`config.mk`:
```
export PLATFORM = sky130hd
export DESIGN_NAME = cam_capture_mc
export DESIGN_NICKNAME = d
export VERILOG_FILES = /design/src/rtl/cam_capture_pkg.sv /design/src/rtl/cam_capture_lane.sv /design/src/rtl/cam_capture_mc.sv
export SDC_FILE = /design/constraint.sdc
export NUM_CORES = 1
export LEC_CHECK = 0
export CORE_MARGIN = 1
export CORE_UTILIZATION = 25
export CTS_BUF_LIST = sky130_fd_sc_hd__clkbuf_16
export DETAILED_ROUTE_END_ITERATION = 12
export PLACE_DENSITY = 0.48
export SKIP_LAST_GASP = 1
export SYNTH_ARGS = -nofsm -noshare
export SYNTH_HDL_FRONTEND = slang
export SYNTH_SLANG_ARGS = --single-unit
```
`constraint.sdc`:
```
create_clock -name clk -period 8.7 [get_ports clk]
set_input_delay 1.74 -clock clk [delete_from_list [all_inputs] [get_ports clk]]
set_output_delay 1.74 -clock clk [all_outputs]
set_load 0.05 [all_outputs]
```
`src/rtl/cam_capture_pkg.sv`:
```
// Shared types and defaults for the multi-channel camera capture block.
// FIFO entries carry the frame/line markers alongside each 16-bit pixel.
package cam_capture_pkg;

   localparam int DEF_NUM_CH     = 2;
   localparam int DEF_FIFO_DEPTH = 8;
   localparam int DEF_HCNT_W     = 11;
   localparam int PIX_W          = 16;

   typedef enum logic [2:0] {
      ST_IDLE,
      ST_WAIT_VS,
      ST_ARMED,
      ST_BYTE0,
      ST_BYTE1,
      ST_DROP
   } cap_state_t;

   typedef struct packed {
      logic             tuser;
      logic             tlast;
      logic [PIX_W-1:0] data;
   } fifo_entry_t;

endpackage

```
`src/rtl/cam_capture_lane.sv`:
```
// One camera channel: strobe synchronisers, byte-pairing state machine,
// one-pixel hold register, first-word fall-through FIFO and line counter.
module cam_capture_lane
   import cam_capture_pkg::*;
#(
   parameter int FIFO_DEPTH = DEF_FIFO_DEPTH,
   parameter int HCNT_W     = DEF_HCNT_W
) (
   input  logic              clk,
   input  logic              reset,
   input  logic [7:0]        cam_din,
   input  logic              cam_pclk,
   input  logic              cam_vsync,
   input  logic              cam_href,
   input  logic              ch_en,
   input  logic              byte_swap,
   output logic [PIX_W-1:0]  m_tdata,
   output logic              m_tvalid,
   input  logic              m_tready,
   output logic              m_tuser,
   output logic              m_tlast,
   output logic              overflow,
   input  logic              ovf_clr,
   output logic [HCNT_W-1:0] line_len
);

   localparam int AW = $clog2(FIFO_DEPTH);

   logic [7:0]  din_s1, din_s2;
   logic        pclk_s1, pclk_s2, pclk_s3;
   logic        vsync_s1, vsync_s2;
   logic        href_s1, href_s2, href_s3;

   cap_state_t        state;
   logic [7:0]        byte_lat;
   logic [PIX_W-1:0]  hold_data;
   logic              hold_user;
   logic              hold_valid;
   logic              sof_pend;
   logic [HCNT_W-1:0] pix_cnt;
   logic [HCNT_W-1:0] line_len_q;

   fifo_entry_t       mem [FIFO_DEPTH];
   logic [AW-1:0]     wr_ptr, rd_ptr;
   logic [AW:0]       count;
   fifo_entry_t       head;

   logic              evt, href_fall, capture;
   logic [PIX_W-1:0]  pixel_new;
   logic              push, push_ok, push_drop, pop, full;
   fifo_entry_t       push_entry;

   // Data shares the pclk delay stage so the byte seen on an event is the one
   // the camera held stable across its pclk rising edge.
   always_ff @(posedge clk) begin
      if (!reset) begin
         din_s1   <= '0;
         din_s2   <= '0;
         pclk_s1  <= 1'b0;
         pclk_s2  <= 1'b0;
         pclk_s3  <= 1'b0;
         vsync_s1 <= 1'b0;
         vsync_s2 <= 1'b0;
         href_s1  <= 1'b0;
         href_s2  <= 1'b0;
         href_s3  <= 1'b0;
      end else begin
         din_s1   <= cam_din;
         din_s2   <= din_s1;
         pclk_s1  <= cam_pclk;
         pclk_s2  <= pclk_s1;
         pclk_s3  <= pclk_s2;
         vsync_s1 <= cam_vsync;
         vsync_s2 <= vsync_s1;
         href_s1  <= cam_href;
         href_s2  <= href_s1;
         href_s3  <= href_s2;
      end
   end

   assign evt       = pclk_s2 & ~pclk_s3;
   assign href_fall = href_s3 & ~href_s2;
   assign capture   = evt & href_s2 & ~vsync_s2;
   assign pixel_new = byte_swap ? {din_s2, byte_lat} : {byte_lat, din_s2};

   assign full      = (count == (AW+1)'(FIFO_DEPTH));
   assign pop       = m_tvalid & m_tready;
   assign push_ok   = push & (~full | pop);
   assign push_drop = push & full & ~pop;

   // A fresh pixel evicts the held one; the end of href flushes it as the line's last.
   always_comb begin
      push       = 1'b0;
      push_entry = '0;
      if (!vsync_s2 && hold_valid) begin
         if (state == ST_BYTE1 && capture) begin
            push       = 1'b1;
            push_entry = '{tuser: hold_user, tlast: 1'b0, data: hold_data};
         end else if ((state == ST_BYTE0 || state == ST_BYTE1) && href_fall) begin
            push       = 1'b1;
            push_entry = '{tuser: hold_user, tlast: 1'b1, data: hold_data};
         end
      end
   end

   always_ff @(posedge clk) begin
      if (!reset) begin
         state      <= ST_IDLE;
         byte_lat   <= '0;
         hold_data  <= '0;
         hold_user  <= 1'b0;
         hold_valid <= 1'b0;
         sof_pend   <= 1'b0;
         pix_cnt    <= '0;
         line_len_q <= '0;
      end else if (state != ST_IDLE && vsync_s2) begin
         state      <= ch_en ? ST_ARMED : ST_IDLE;
         hold_valid <= 1'b0;
         sof_pend   <= 1'b1;
         pix_cnt    <= '0;
      end else begin
         case (state)
            ST_IDLE: begin
               if (ch_en)
                  state <= ST_WAIT_VS;
            end
            ST_ARMED: begin
               if (href_s2)
                  state <= ST_BYTE0;
            end
            ST_BYTE0, ST_BYTE1: begin
               if (capture && state == ST_BYTE0) begin
                  byte_lat <= din_s2;
                  state    <= ST_BYTE1;
               end else if (capture) begin
                  if (push_drop) begin
                     state      <= ST_DROP;
                     hold_valid <= 1'b0;
                  end else begin
                     hold_data  <= pixel_new;
                     hold_user  <= sof_pend;
                     hold_valid <= 1'b1;
                     sof_pend   <= 1'b0;
                     pix_cnt    <= (&pix_cnt) ? pix_cnt : pix_cnt + HCNT_W'(1);
                     state      <= ST_BYTE0;
                  end
               end else if (href_fall) begin
                  // An odd trailing byte in byte_lat is simply abandoned here.
                  state      <= push_drop ? ST_DROP : ST_BYTE0;
                  hold_valid <= 1'b0;
                  pix_cnt    <= '0;
                  if (!push_drop)
                     line_len_q <= pix_cnt;
               end
            end
            default: begin
            end
         endcase
      end
   end

   always_ff @(posedge clk) begin
      if (push_ok)
         mem[wr_ptr] <= push_entry;
   end

   always_ff @(posedge clk) begin
      if (!reset) begin
         wr_ptr <= '0;
         rd_ptr <= '0;
         count  <= '0;
      end else begin
         if (push_ok)
            wr_ptr <= wr_ptr + AW'(1);
         if (pop)
            rd_ptr <= rd_ptr + AW'(1);
         case ({push_ok, pop})
            2'b10:   count <= count + (AW+1)'(1);
            2'b01:   count <= count - (AW+1)'(1);
            default: count <= count;
         endcase
      end
   end

   // Clear has priority so a pulse coinciding with a drop still leaves the flag low.
   always_ff @(posedge clk) begin
      if (!reset)
         overflow <= 1'b0;
      else if (ovf_clr)
         overflow <= 1'b0;
      else if (push_drop)
         overflow <= 1'b1;
   end

   assign head     = mem[rd_ptr];
   assign m_tvalid = (count != '0);
   assign m_tdata  = m_tvalid ? head.data  : '0;
   assign m_tuser  = m_tvalid ? head.tuser : 1'b0;
   assign m_tlast  = m_tvalid ? head.tlast : 1'b0;
   assign line_len = line_len_q;

endmodule

```
`src/rtl/cam_capture_mc.sv`:
```
// Multi-channel camera capture: NUM_CH fully independent capture lanes that
// share only the clock, reset, byte order select and overflow clear.
module cam_capture_mc
   import cam_capture_pkg::*;
#(
   parameter int NUM_CH     = DEF_NUM_CH,
   parameter int FIFO_DEPTH = DEF_FIFO_DEPTH,
   parameter int HCNT_W     = DEF_HCNT_W
) (
   input  logic                     clk,
   input  logic                     reset,
   input  logic [NUM_CH*8-1:0]      cam_din,
   input  logic [NUM_CH-1:0]        cam_pclk,
   input  logic [NUM_CH-1:0]        cam_vsync,
   input  logic [NUM_CH-1:0]        cam_href,
   input  logic [NUM_CH-1:0]        ch_en,
   input  logic                     byte_swap,
   output logic [NUM_CH*16-1:0]     m_tdata,
   output logic [NUM_CH-1:0]        m_tvalid,
   input  logic [NUM_CH-1:0]        m_tready,
   output logic [NUM_CH-1:0]        m_tuser,
   output logic [NUM_CH-1:0]        m_tlast,
   output logic [NUM_CH-1:0]        overflow,
   input  logic                     ovf_clr,
   output logic [NUM_CH*HCNT_W-1:0] line_len
);

   for (genvar c = 0; c < NUM_CH; c++) begin : g_lane
      cam_capture_lane #(
         .FIFO_DEPTH (FIFO_DEPTH),
         .HCNT_W     (HCNT_W)
      ) u_lane (
         .clk       (clk),
         .reset     (reset),
         .cam_din   (cam_din[8*c +: 8]),
         .cam_pclk  (cam_pclk[c]),
         .cam_vsync (cam_vsync[c]),
         .cam_href  (cam_href[c]),
         .ch_en     (ch_en[c]),
         .byte_swap (byte_swap),
         .m_tdata   (m_tdata[16*c +: 16]),
         .m_tvalid  (m_tvalid[c]),
         .m_tready  (m_tready[c]),
         .m_tuser   (m_tuser[c]),
         .m_tlast   (m_tlast[c]),
         .overflow  (overflow[c]),
         .ovf_clr   (ovf_clr),
         .line_len  (line_len[HCNT_W*c +: HCNT_W])
      );
   end

endmodule
```
### Word-level counts from Yosys, hierarchy flattened

Memories as Yosys holds them, arrays and structs flattened. A register that Yosys moved wholly into a read port is not among the register bits.
Cells that the tools add are included.

* register bits: 174
* RAM bits: 288
* bits of input ports: 30
* output and inout port bits: 62
* word-level logic and storage cells: 242
* memories: 2

Memory list
* g_lane[0].u_lane.mem: words 8, width 18, rd ports 1, clocked after memory_dff 1, write ports 1, RTL line cam_capture_lane.sv:43 `fifo_entry_t mem [FIFO_DEPTH];`
* g_lane[1].u_lane.mem: words 8, width 18, rd ports 1, clocked after memory_dff 1, write ports 1, RTL line cam_capture_lane.sv:43

* add/sub/neg operators: 10
* equal/unequal tests: 26
* mux-type cells: 72
* bitwise gates (word level): 37
* reductions and logical operators: 51

Operator list (count)
* $mux W18: 6
* $mux W11: 8
* $mux W16: 4
* $mux W3: 18
* $mux W1: 30
* $add A11 B1 Y11 const B: 2
* $reduce_and A11 Y1: 2
* $reduce_and A5 Y1: 4
* $not A1 Y1: 19
* $pmux W3 S3: 2
* $and A1 B1 Y1: 16
* $pmux W4 S2: 2
* $reduce_and A4 Y1: 4
* $reduce_bool A2 Y1: 8
* $reduce_bool A4 Y1: 4
* $add A3 B1 Y3 const B: 4
* $eq A3 B2 Y1 const B: 4
* $ne A2 B2 Y1 const B: 6
* $reduce_and A3 Y1: 4
* $reduce_and A6 Y1: 2
* $logic_and A1 B1 Y1: 10
* $ne A5 B1 Y1 const B: 2
* $reduce_or A2 Y1: 5
* $add A4 B1 Y4 const B: 2
* other kinds (14): 28

### Logic depth before layout (Yosys ltp)

* word-level depth: 15
* mapped depth: 13

### By module

From an unflattened synthesis, not the netlist that was laid out.

* cells, all modules: 1258
* area total of the unflattened synthesis: 18582.8 um^2

Modules (own cells, without submodules)
* cam_capture_lane (g_lane[1].u_lane): times used 1, cells an instance 627, area an instance 9365.2 um^2
* cam_capture_lane (g_lane[0].u_lane): times used 1, cells an instance 631, area an instance 9217.6 um^2

### Worst setup path before layout

OpenSTA, ideal clock, no wires.

* path type: in2reg
* start point: input m_tready[1]
* end point: memory g_lane[1].u_lane.mem[4][0] in the netlist's numbering (enable)
* data arrival time: 4.542 ns
* data required time: 8.254 ns
* slack: 3.712 ns
* stages on the path: 6
* cell sequence: nor2b_1 and2_1 clkbuf_1 a211o_1 clkbuf_1 nor4b_1

* cells in the longest elaborated chain, start to end: 5

Ends and longest elaborated chain
* from (decl): RTL line cam_capture_mc.sv:20 `input logic [NUM_CH-1:0] m_tready,`
* $and A1 B1 Y1: RTL line cam_capture_lane.sv:87 `assign pop = m_tvalid & m_tready;`
* $or A1 B1 Y1: RTL line cam_capture_lane.sv:88 `assign push_ok = push & (~full | pop);`
* $and A1 B1 Y1: RTL line cam_capture_lane.sv:88
* $mux W1: RTL line cam_capture_lane.sv:163 `if (push_ok)`
* $mux W1 (implied by the code): RTL line cam_capture_lane.sv:164 `mem[wr_ptr] <= push_entry;`
* to (decl): RTL line cam_capture_lane.sv:43

No other way between the ends.

==> run_results.csv <==
group,metric,value,unit
clocking,clk_pin_slew,0.06,ns
outcome,failing_checks,"DRC",
clocking,quantity_of_gates_resized_following_cts,0,
logic_synthesis,seq_area_frac_synth,0.661,
sta,finalHoldViolations,0,
sta,timing.final.crit_share,0.567,
clocking,tritoncts.num_buffers,51,
setup_path,required_time_of_the_worst_setup_path,6.96,ns
sta,maxClockFrequency,203,MHz
place,placement.io_buffers,91,
sta,max-slew-margin-rel,0.192,
global_routing,globalRouteTotalUtil,0.110,
floorplan,floorplan.die.height,274,um
drt,drc,6,
place,place_area,20600,um^2
logic_synthesis,post_synth_inst_count,1282,
power,p_per_area,205,nW/um^2
global_routing,overflow,0,
clocking,cts_setup_buffers,0,
power,peakVddDrop,0.155,mV
drt,vias,10500,
logic_synthesis,synthArstFlopShare,0,
sta,slew_violations,0,
setup_path,slowest_stage,"sky130_fd_sc_hd__clkdlybuf4s50_1",
logic_synthesis,synth-main-ff-cell,"sky130_fd_sc_hd__edfxtp_1",
clocking,worstSkewPairLatency,0.61,ns
setup_path,worst-endpoint-arrival,3.20,ns
floorplan,die_w,274,um
finish,nNetsFinal,1419,
drt,wire_per_inst,17.2,um
floorplan,design.portCount,92,
outcome,outcome,"finished, violations left",
floorplan,core_region_area,73200,um^2
logic_synthesis,synth-seq-cells,468,
power,post-layout-total-power,4.56,mW
hold_path,worst_hold_path_type,"register to register",
place,place.detailed.hpwl,24500,um
sta,finalSetupViolations,0,
sta,tightest_slew,1.21,ns
setup_path,worst_path_dominant_cell_family,"buffers and inverters",
sta,period_needed,4.94,ns
place,gp_routability_congestion,0.740,
finish,post_route_cells_drive_above_1_share,0.144,
clocking,clock_sink_count,468,
setup_path,timing.critical_path.from_type,"register",
clocking,cts_hold_buf,0,
setup_path,critical_path_buf_inv_count,2,
clocking,h_tree_lvls,2,
drt,antenna_left,0,
logic_synthesis,synth_nets,1324,
logic_synthesis,synthDistinctLibCells,60,
global_routing,antenna_found_initial,3,
logic_synthesis,synth-edff-count,288,
sta,setup_tns,0,ns
finish,stdcell_area,22300,um^2
floorplan,floorplan.die_area,75200,um^2
logic_synthesis,ys.warnings.count,0,
setup_path,timing.setup.critical_path_class,"register to output pin",
clocking,tritoncts,"built",
drt,drt_first_pass_iters,12,
drt,postRouteWirelength,41000,um
global_routing,first_global_vias,10700,
setup_path,max_stage_delay,0.72,ns
sta,fin_ws,3.76,ns
clocking,max-clock-path-buffers,3,
logic_synthesis,avgSynthCellArea,14.5,um^2
finish,synth_to_layout_area_growth,20.1,%
sta,finClkSkew,0.0219,ns
global_routing,grt_first_pass_wirelength,63200,um
clocking,clockRootBuffer,"sky130_fd_sc_hd__clkbuf_16",
floorplan,num_rows,99,
floorplan,floorplan.initialDensity,0.253,
place,post-place-ws,3.99,ns
setup_path,crit_path_end_kind,"output pin",
setup_path,path_max_fanout,36,
sta,rsz_0062_raised_after_global_routing,"false",
logic_synthesis,post_synth_instance_area,18500,um^2
power,power.static_leakage,6.77,nW
flow_run,drv_cap,0,
drt,vias_per_cell,4.41,
global_routing,grt_start_max_net_pins,58,
drt,drt_first_iter_violations,511,
setup_path,critical_path.cell_chain,"buf_4, mux4_2, mux2i_1, nor2_1, clkdlybuf4s50_1",
[metal layers]
metal / vias up / share of wire / track usage / wire length [um]
li1: 5047 / - / - / -
met1: 5209 / 0.47 / 0.148 / 19300
met2: 169 / 0.46 / 0.173 / 18900
met3: 58 / 0.047 / 0.0250 / 1920
met4: 4 / 0.021 / 0.0344 / 845
met5: - / 0.00066 / 0 / 27
[final timing paths]
| path | from | endpoint | slack [ns] | cells after the start |
|---|---|---|---|---|
| hold / removal | g_lane[0].u_lane.din_s1[5] | g_lane[0].u_lane.din_s2[5] | 0.43 | 1 |
| setup / recovery | register | m_tdata[26] | 3.76 | 5 |
| setup reg to reg | g_lane[0].u_lane.vsync_s2 | g_lane[0].u_lane.count[2] | 5.09 | 10 |
| hold reg to reg | g_lane[0].u_lane.din_s1[5] | g_lane[0].u_lane.din_s2[5] | 0.43 | 1 |
[power by group]
part	total (mW)	switching [mW]	internal [mW]
combinational	0.0940	0.0510	0.0430
clock	2.11	0.899	1.21
sequential	2.36	0.0173	2.34
total	4.56	0.967	3.59
[registers in the layout (all words and copies together) (netlist names), 6 cells and up, named ones only]
| name | count |
|---|---|
| g_lane.u_lane.count | 8 |
| g_lane.u_lane.mem | 288 |
| g_lane.u_lane.line_len | 22 |
| g_lane.u_lane.din_s2 | 16 |
| g_lane.u_lane.din_s1 | 16 |
| g_lane.u_lane.wr_ptr | 6 |
| g_lane.u_lane.state | 6 |
| g_lane.u_lane.hold_data | 32 |
| g_lane.u_lane.pix_cnt | 22 |
| g_lane.u_lane.byte_lat | 16 |
| g_lane.u_lane.rd_ptr | 6 |
[metrics by stage]
stage,hold slack (ns),util,std cells
after CTS,0.420,0.304,2379
after detailed placement,0.421,0.282,2283
after global routing,0.447,0.304,2379
final,0.426,0.304,2380
after floorplan,0.412,-,1282
after global placement,0.421,0.282,2283
[cell type report]
type                    instances  area, um^2
fillers                      7302       50900
flip-flops and latches        468       12300
multi-input cells             721        5990
clock buffers                  52        1300
well taps                     959        1200
repair buffers                122        1130
clock inverters                44         343
inverters                      13        50.0
diodes                          1        2.50
[worst reg2reg max path: stages, from the launching register on]
cell                        delay, ns
sky130_fd_sc_hd__dfxtp_1         0.38
sky130_fd_sc_hd__nand4bb_1       0.76
sky130_fd_sc_hd__nor2_1          0.51
sky130_fd_sc_hd__o211ai_1        0.42
sky130_fd_sc_hd__ha_1            0.42
sky130_fd_sc_hd__xor2_1          0.16
sky130_fd_sc_hd__ha_1            0.20
sky130_fd_sc_hd__a21oi_1         0.14
sky130_fd_sc_hd__xor2_1          0.09
sky130_fd_sc_hd__or3_1           0.30
sky130_fd_sc_hd__a21oi_1         0.14
[cell families (layout without fill, tap and decap cells)]
kind of cell,count (synthesis),count (layout),synth area share
flops,468,468,0.661
xor+xnor,14,14,0.00662
other cells,0,1,0
compound gates,158,158,0.0581
mux,176,176,0.144
simple gates,361,361,0.101
buf+inv,93,231,0.0214
fa+ha+maj,12,12,0.00810
[layout by cell type, fill, tap and decap left out, types with 11 or more instances in the layout]
cell type,count
sky130_fd_sc_hd__o21ai_0,28
sky130_fd_sc_hd__buf_4,31
sky130_fd_sc_hd__clkdlybuf4s50_1,89
sky130_fd_sc_hd__nor2_1,134
sky130_fd_sc_hd__xor2_1,12
sky130_fd_sc_hd__nand2_1,29
sky130_fd_sc_hd__a211oi_1,39
sky130_fd_sc_hd__nor3_1,11
sky130_fd_sc_hd__inv_1,17
sky130_fd_sc_hd__or3_1,12
sky130_fd_sc_hd__mux2i_1,104
sky130_fd_sc_hd__clkinv_2,12
sky130_fd_sc_hd__ha_1,12
sky130_fd_sc_hd__clkbuf_16,52
sky130_fd_sc_hd__nand3_1,22
sky130_fd_sc_hd__dfxtp_1,178
sky130_fd_sc_hd__a21oi_1,38
sky130_fd_sc_hd__clkinv_1,17
sky130_fd_sc_hd__edfxtp_1,288
sky130_fd_sc_hd__and2_1,83
sky130_fd_sc_hd__mux4_2,72
[cells in the mapped netlist (all sizes together), types with 2 or more instances]
cell type / count / area, um^2
edfxtp: 288 / 8650
dfxtp: 180 / 3600
nor2: 134 / 503
mux2i: 104 / 1040
and2: 83 / 519
mux4: 72 / 1620
clkbuf: 52 / 195
a21oi: 41 / 220
a211oi: 39 / 293
nand2: 29 / 109
buf: 28 / 153
o21ai: 28 / 140
nand3: 22 / 110
nor3: 17 / 85.1
inv: 13 / 48.8
ha: 12 / 150
or3: 12 / 75.1
xor2: 12 / 105
nand2b: 11 / 76.3
o31ai: 10 / 75.1
or4: 10 / 75.1
a21boi: 7 / 52.6
nand4: 7 / 43.8
nor2b: 6 / 37.5
nor4: 6 / 37.5
nor3b: 5 / 37.5
nor4bb: 5 / 50.1
o211ai: 5 / 37.5
o21a: 5 / 37.5
a211o: 4 / 35.0
and3: 4 / 25.0
o311ai: 3 / 26.3
a21o: 2 / 22.5
a311oi: 2 / 17.5
a31oi: 2 / 12.5
nand3b: 2 / 15.0
nand4bb: 2 / 22.5
nor4b: 2 / 17.5
o41ai: 2 / 17.5
or3b: 2 / 17.5
xnor2: 2 / 17.5
Note: power is estimated with default switching activity, not from simulation.
